## src/rtl/rnf_txreq.sv

```systemverilog
// CHI REQ channel transmitter: request FIFO, L-credit tracking and PEND/V sequencing toward the HN-F.
// Optional TxnID allocation at pop is enabled by defining TXREQ_TXNID_ALLOC_EN.
package rnf_txreq_pkg;
   localparam int TXNID_W = 8;

   typedef struct packed {
      logic [3:0]         qos;
      logic [6:0]         tgt_id;
      logic [6:0]         src_id;
      logic [TXNID_W-1:0] txn_id;
      logic [5:0]         opcode;
      logic [2:0]         size;
      logic [47:0]        addr;
   } reqflit_t;
endpackage

module rnf_txreq
   import rnf_txreq_pkg::*;
#(
   parameter int QUEUE_DEPTH = 4,
   parameter int MAX_LCRD    = 4,
   parameter int TXNID_MAX   = 4
) (
   input  logic                           clock,
   input  logic                           reset,
   input  reqflit_t                       req_flit,
   input  logic                           req_valid,
   output logic                           req_ready,
   input  logic                           link_en,
   output reqflit_t                       TXREQFLIT,
   output logic                           TXREQFLITV,
   output logic                           TXREQFLITPEND,
   input  logic                           TXREQLCRDV,
   output logic [$clog2(MAX_LCRD+1)-1:0]  lcrd_count,
   output logic                           lcrd_overflow,
   output logic                           idle
);
   localparam int AW = $clog2(QUEUE_DEPTH);
   localparam int CW = $clog2(MAX_LCRD + 1);

   typedef enum logic [1:0] {ST_IDLE, ST_ARMED, ST_STREAM, ST_DRAIN} state_t;

   generate
      if (QUEUE_DEPTH < 2 || (1 << AW) != QUEUE_DEPTH) begin : g_bad_depth
         $error("QUEUE_DEPTH must be a power of two and at least 2");
      end
      if (MAX_LCRD < 1 || TXNID_MAX < 1) begin : g_bad_limits
         $error("MAX_LCRD and TXNID_MAX must be at least 1");
      end
   endgenerate

   reqflit_t        mem_q [QUEUE_DEPTH];
   logic [AW:0]     wr_ptr_q, wr_ptr_d, rd_ptr_q, rd_ptr_d;
   logic [CW-1:0]   lcrd_q, lcrd_d;
   logic            ovf_q, ovf_d;
   reqflit_t        flit_q, flit_d;
   reqflit_t        head;
   state_t          state_q, state_d;
   logic            fifo_empty, fifo_full, push, arm;

   assign fifo_empty = (wr_ptr_q == rd_ptr_q);
   assign fifo_full  = (wr_ptr_q[AW] != rd_ptr_q[AW]) && (wr_ptr_q[AW-1:0] == rd_ptr_q[AW-1:0]);
   assign push       = req_valid & ~fifo_full;
   // A credit arriving this cycle may be spent immediately, so the count never underflows.
   assign arm        = link_en & ~fifo_empty & ((lcrd_q != '0) | TXREQLCRDV);

   // NOTE: FIFO storage is not reset; the pointers alone define which entries are valid.
   always_ff @(posedge clock) begin
      if (push) begin
         mem_q[wr_ptr_q[AW-1:0]] <= req_flit;
      end
   end

`ifdef TXREQ_TXNID_ALLOC_EN
   localparam int TW = (TXNID_MAX > 1) ? $clog2(TXNID_MAX) : 1;
   logic [TW-1:0] txnid_q, txnid_d;

   always_comb begin
      txnid_d = txnid_q;
      if (arm) begin
         txnid_d = (txnid_q == TW'(TXNID_MAX - 1)) ? '0 : txnid_q + TW'(1);
      end
   end

   always_comb begin
      head        = mem_q[rd_ptr_q[AW-1:0]];
      head.txn_id = TXNID_W'(txnid_q);
   end

   always_ff @(posedge clock) begin
      if (reset) begin
         txnid_q <= '0;
      end else begin
         txnid_q <= txnid_d;
      end
   end
`else
   assign head = mem_q[rd_ptr_q[AW-1:0]];
`endif

   always_comb begin
      wr_ptr_d = push ? wr_ptr_q + (AW+1)'(1) : wr_ptr_q;
      rd_ptr_d = arm  ? rd_ptr_q + (AW+1)'(1) : rd_ptr_q;
      flit_d   = arm  ? head : flit_q;
   end

   always_comb begin
      lcrd_d = lcrd_q;
      ovf_d  = ovf_q;
      if (TXREQLCRDV && !arm) begin
         if (lcrd_q == CW'(MAX_LCRD)) begin
            ovf_d = 1'b1;
         end else begin
            lcrd_d = lcrd_q + CW'(1);
         end
      end else if (!TXREQLCRDV && arm) begin
         lcrd_d = lcrd_q - CW'(1);
      end
   end

   // FSM: state_q holds the phase (PEND/V pattern) chosen in the previous cycle,
   // so this cycle's V follows from whether that phase had PEND high.
   always_ff @(posedge clock) begin
      if (reset) begin
         state_q  <= ST_IDLE;
         wr_ptr_q <= '0;
         rd_ptr_q <= '0;
         lcrd_q   <= '0;
         ovf_q    <= 1'b0;
         flit_q   <= '0;
      end else begin
         state_q  <= state_d;
         wr_ptr_q <= wr_ptr_d;
         rd_ptr_q <= rd_ptr_d;
         lcrd_q   <= lcrd_d;
         ovf_q    <= ovf_d;
         flit_q   <= flit_d;
      end
   end

   always_comb begin
      state_d = state_q;
      unique case (state_q)
         ST_IDLE, ST_DRAIN:   state_d = arm ? ST_ARMED  : ST_IDLE;
         ST_ARMED, ST_STREAM: state_d = arm ? ST_STREAM : ST_DRAIN;
         default:             state_d = ST_IDLE;
      endcase
   end

   always_comb begin
      TXREQFLITV    = (state_q == ST_ARMED) || (state_q == ST_STREAM);
      TXREQFLITPEND = arm;
      TXREQFLIT     = flit_q;
      req_ready     = ~fifo_full;
      lcrd_count    = lcrd_q;
      lcrd_overflow = ovf_q;
      idle          = fifo_empty & ~TXREQFLITV & (lcrd_q == CW'(MAX_LCRD));
   end
endmodule

```

## config.mk

```make
export PLATFORM = sky130hd
export DESIGN_NAME = rnf_txreq
export DESIGN_NICKNAME = d
export VERILOG_FILES = /design/src/rtl/rnf_txreq.sv
export SDC_FILE = /design/constraint.sdc
export NUM_CORES = 1
export LEC_CHECK = 0
export CAP_MARGIN = 20
export CORE_ASPECT_RATIO = 1.25
export CORE_UTILIZATION = 55
export CTS_CLUSTER_DIAMETER = 30
export DETAILED_ROUTE_END_ITERATION = 10
export PLACE_DENSITY_LB_ADDON = 0.1
export SETUP_SLACK_MARGIN = 0.05
export SLEW_MARGIN = 20
export SYNTH_ARGS = -nofsm -noshare
export SYNTH_HDL_FRONTEND = slang
export SYNTH_SLANG_ARGS = --single-unit
```

## constraint.sdc

```tcl
create_clock -name clock -period 3.9 [get_ports clock]
set_input_delay 0.585 -clock clock [delete_from_list [all_inputs] [get_ports clock]]
set_output_delay 0.585 -clock clock [all_outputs]
set_load 0.1 [all_outputs]
```

==> reports/qor.txt <==
Outcome - finished with violations
Failing checks - design-rule violations
Endpoints failing setup - 0
Clock Sink Count - 427
I/O pin cnt - 179
DRT iter0 DRCs - 412
CP startpoint kind - flip-flop
Drt pass-1 iters - 9
Share of cells above drive strength 1 - 19.4%
Post-CTS Hold Fix Bufs - 0
Post-synthesis adder-cell area fraction - 0.531%
Placer Congestion - 0.753
Final clock skew - 0.0195 ns
Synth Instances - 884
Final HPWL DP - 16,500 um
Tightest Pin Transition - 1.08 ns
Layout area overhead - 27.1%
Post-synth cell types - 36
Slew Viols, Final - 0
Static Leak - 6.46 nW
Resized cells post-CTS - 0
H-Tree Depth - 2
Via count - 8,275
Post-synth top area share - 64.1%
Largest family of logic cells by synthesized area - multiplexers
Final worst path period share - 75.5%
Fin. Hold Viols - 0
Minimum clock period - 2.94 ns
Initial Util - 56.1%
Yosys reg bits - 427
RSZ-0062 raised after global routing - false
Reg clk slew, reported paths - 0.05 ns
Cts bufs inserted - 61
Pin count of the biggest net entering global routing - 86
Setup TNS Final - 0 ns
DRC - 15
CP Class - flip-flop to primary output
Die height - 190 um
Max_slew headroom - 28.1%
Mean Syn Cell Area - 17.6 um2
Post-synthesis mux area share - 12.3%
FFs w/ async S/R, synth - 0%
IR drop worst, VDD - 671 uV
Syn Std Cell Area - 15,500 um2
Final nets - 1,186
Post-CTS setup repair buffer count - 0
Avg WL per Cell - 20.3 um
Die width - 152 um
Cell Rows - 68
Top post-synthesis cells by area - edfxtp_1, dfxtp_1, mux4_2, nand2_1, a21oi_1
Post-synthesis compound-gate area fraction - 3.41%
Maximum clock insertion buffer count - 3
Post-synth EDFFs - 332
Simple-gate share of the synthesized area - 5.13%
Die area - 29,000 um2
Vias/cell - 5.54
HP Class - flip-flop to flip-flop
Final setup margin - 0.955 ns
Post-DP Area - 17,700 um2
Vias in the first global route - 8,629
Leading area contributor after synthesis - edfxtp_1
FMAX - 340 MHz
Root Buffer - clkbuf_16
Max_cap viols - 0
Post-synthesis xor/xnor area fraction - 0.507%
Hold Worst Slack - 0.450 ns
Top FF cell, synth - edfxtp_1
Total GRT Usage - 21.7%
Setup WS pre-CTS - 1.17 ns
CP required - 3.31 ns
Initial antenna violation count - 0
Syn Nets - 978
First-pass GRT wire length - 47,500 um
Arrival @ worst endpoint - 2.36 ns
Final WL - 30,400 um
Post-synthesis sequential area ratio - 76.3%
Reg2Reg Setup Slack - 1.29 ns
Post-route cell area - 19,800 um2
CTS tree - built
Crit-path max FO - 42
Ant diodes - 0
Port bufs - 178
Worst-Skew Late Latency - 0.57 ns
Post-Route Utilization - 71.2%
CP Capture Type - primary output
Final ANT Viol Nets - 0
Total gr overflow - 0
Yosys warnings - 0
Power density over the cells - 692 nW/um2
Core footprint - 27,700 um2
power breakdown:
part           internal, mW  switching, mW
combinational         0.929           2.10
sequential             5.27          0.157
clock                  3.24           1.97
registers in the layout (all words and copies together) (netlist names):
name           count
rd_ptr_q           3
TXREQFLIT         83
state_q            2
lcrd_count         3
mem_q            332
wr_ptr_q           3
lcrd_overflow      1
through the flow:
stage                     instances  total power, mW
after global placement         1379             8.54
after detailed placement       1379             8.57
after floorplan                 884             7.82
after global routing           1495             14.2
after CTS                      1495             13.8
final                          1495             13.7
metal layers:
| metal | up-vias | part of all wire (%) | GRT usage, % |
|---|---|---|---|
| li1 | 3812 | - | - |
| met1 | 4185 | 39 | 26.7 |
| met2 | 228 | 53 | 38.9 |
| met3 | 50 | 5.7 | 4.26 |
| met4 | 0 | 2.2 | 7.06 |
| met5 | - | 0 | 0 |
final timing paths:
path                             start                        end  cells past startpoint
max reg2reg   wr_ptr_q[0]$_SDFFE_PP0N_     mem_q[0][20]$_DFFE_PP_                      4
min reg2reg  TXREQFLIT[5]$_SDFFE_PP0P_  TXREQFLIT[5]$_SDFFE_PP0P_                      2
max           rd_ptr_q[1]$_SDFFE_PP0P_                       idle                      5
min          TXREQFLIT[5]$_SDFFE_PP0P_  TXREQFLIT[5]$_SDFFE_PP0P_                      2
critical path, cell delays in order, from the launching register on:
cell and delay (ns):
dfxtp_4 0.34, buf_4 0.50, xnor2_1 0.24, nand3_1 0.20, nor3_2 0.21, buf_4 0.31
layout by cell type (no fill, tap or decap), types with 2 or more instances in the layout:
cell,instances
a21oi_1,85
a311oi_1,2
and2_4,4
buf_12,6
buf_4,14
bufinv_16,3
clkbuf_1,5
clkbuf_16,63
clkbuf_8,4
clkdlybuf4s50_1,174
clkinv_1,6
clkinv_2,14
clkinv_4,6
clkinvlp_4,10
dfxtp_1,93
dfxtp_4,2
edfxtp_1,332
ha_1,5
inv_1,7
inv_6,4
inv_8,2
mux2_2,2
mux2i_1,2
mux4_2,83
nand2_1,171
nand2b_1,2
nand3_1,4
nor2_1,15
xnor2_1,6
xor2_1,3
cell type report:
type                    count  area, um2
multi-input cells         400       3430
inverters                   8       31.3
clock buffers              72       1650
well taps                 350        438
clock inverters            44        363
repair buffers            194       1970
flip-flops and latches    427      11900
fillers                  1808       7980
cell usage after synthesis, drive strengths merged (2+ instances only):
cell type  instances
clkbuf            21
xor2               3
inv                8
nand3              4
edfxtp           332
dfxtp             95
mux2               2
mux2i              2
nor3               2
nand2b             2
xnor2              6
a21oi             85
and2               5
a311oi             2
ha                 5
buf               28
nand2            171
nor2              15
mux4              83
cell families (layout without fill, tap and decap cells):
kind of cell	after synthesis	count (layout)
multiplexers	87	87
XOR/XNOR	9	9
AO/OA/AOI/OAI	96	96
AND/OR/NAND/NOR	202	202
buffers and inverters	57	318
flip-flops	427	427
adder cells (fa/ha/maj)	6	6
Note: power is estimated with default switching activity, not from simulation.
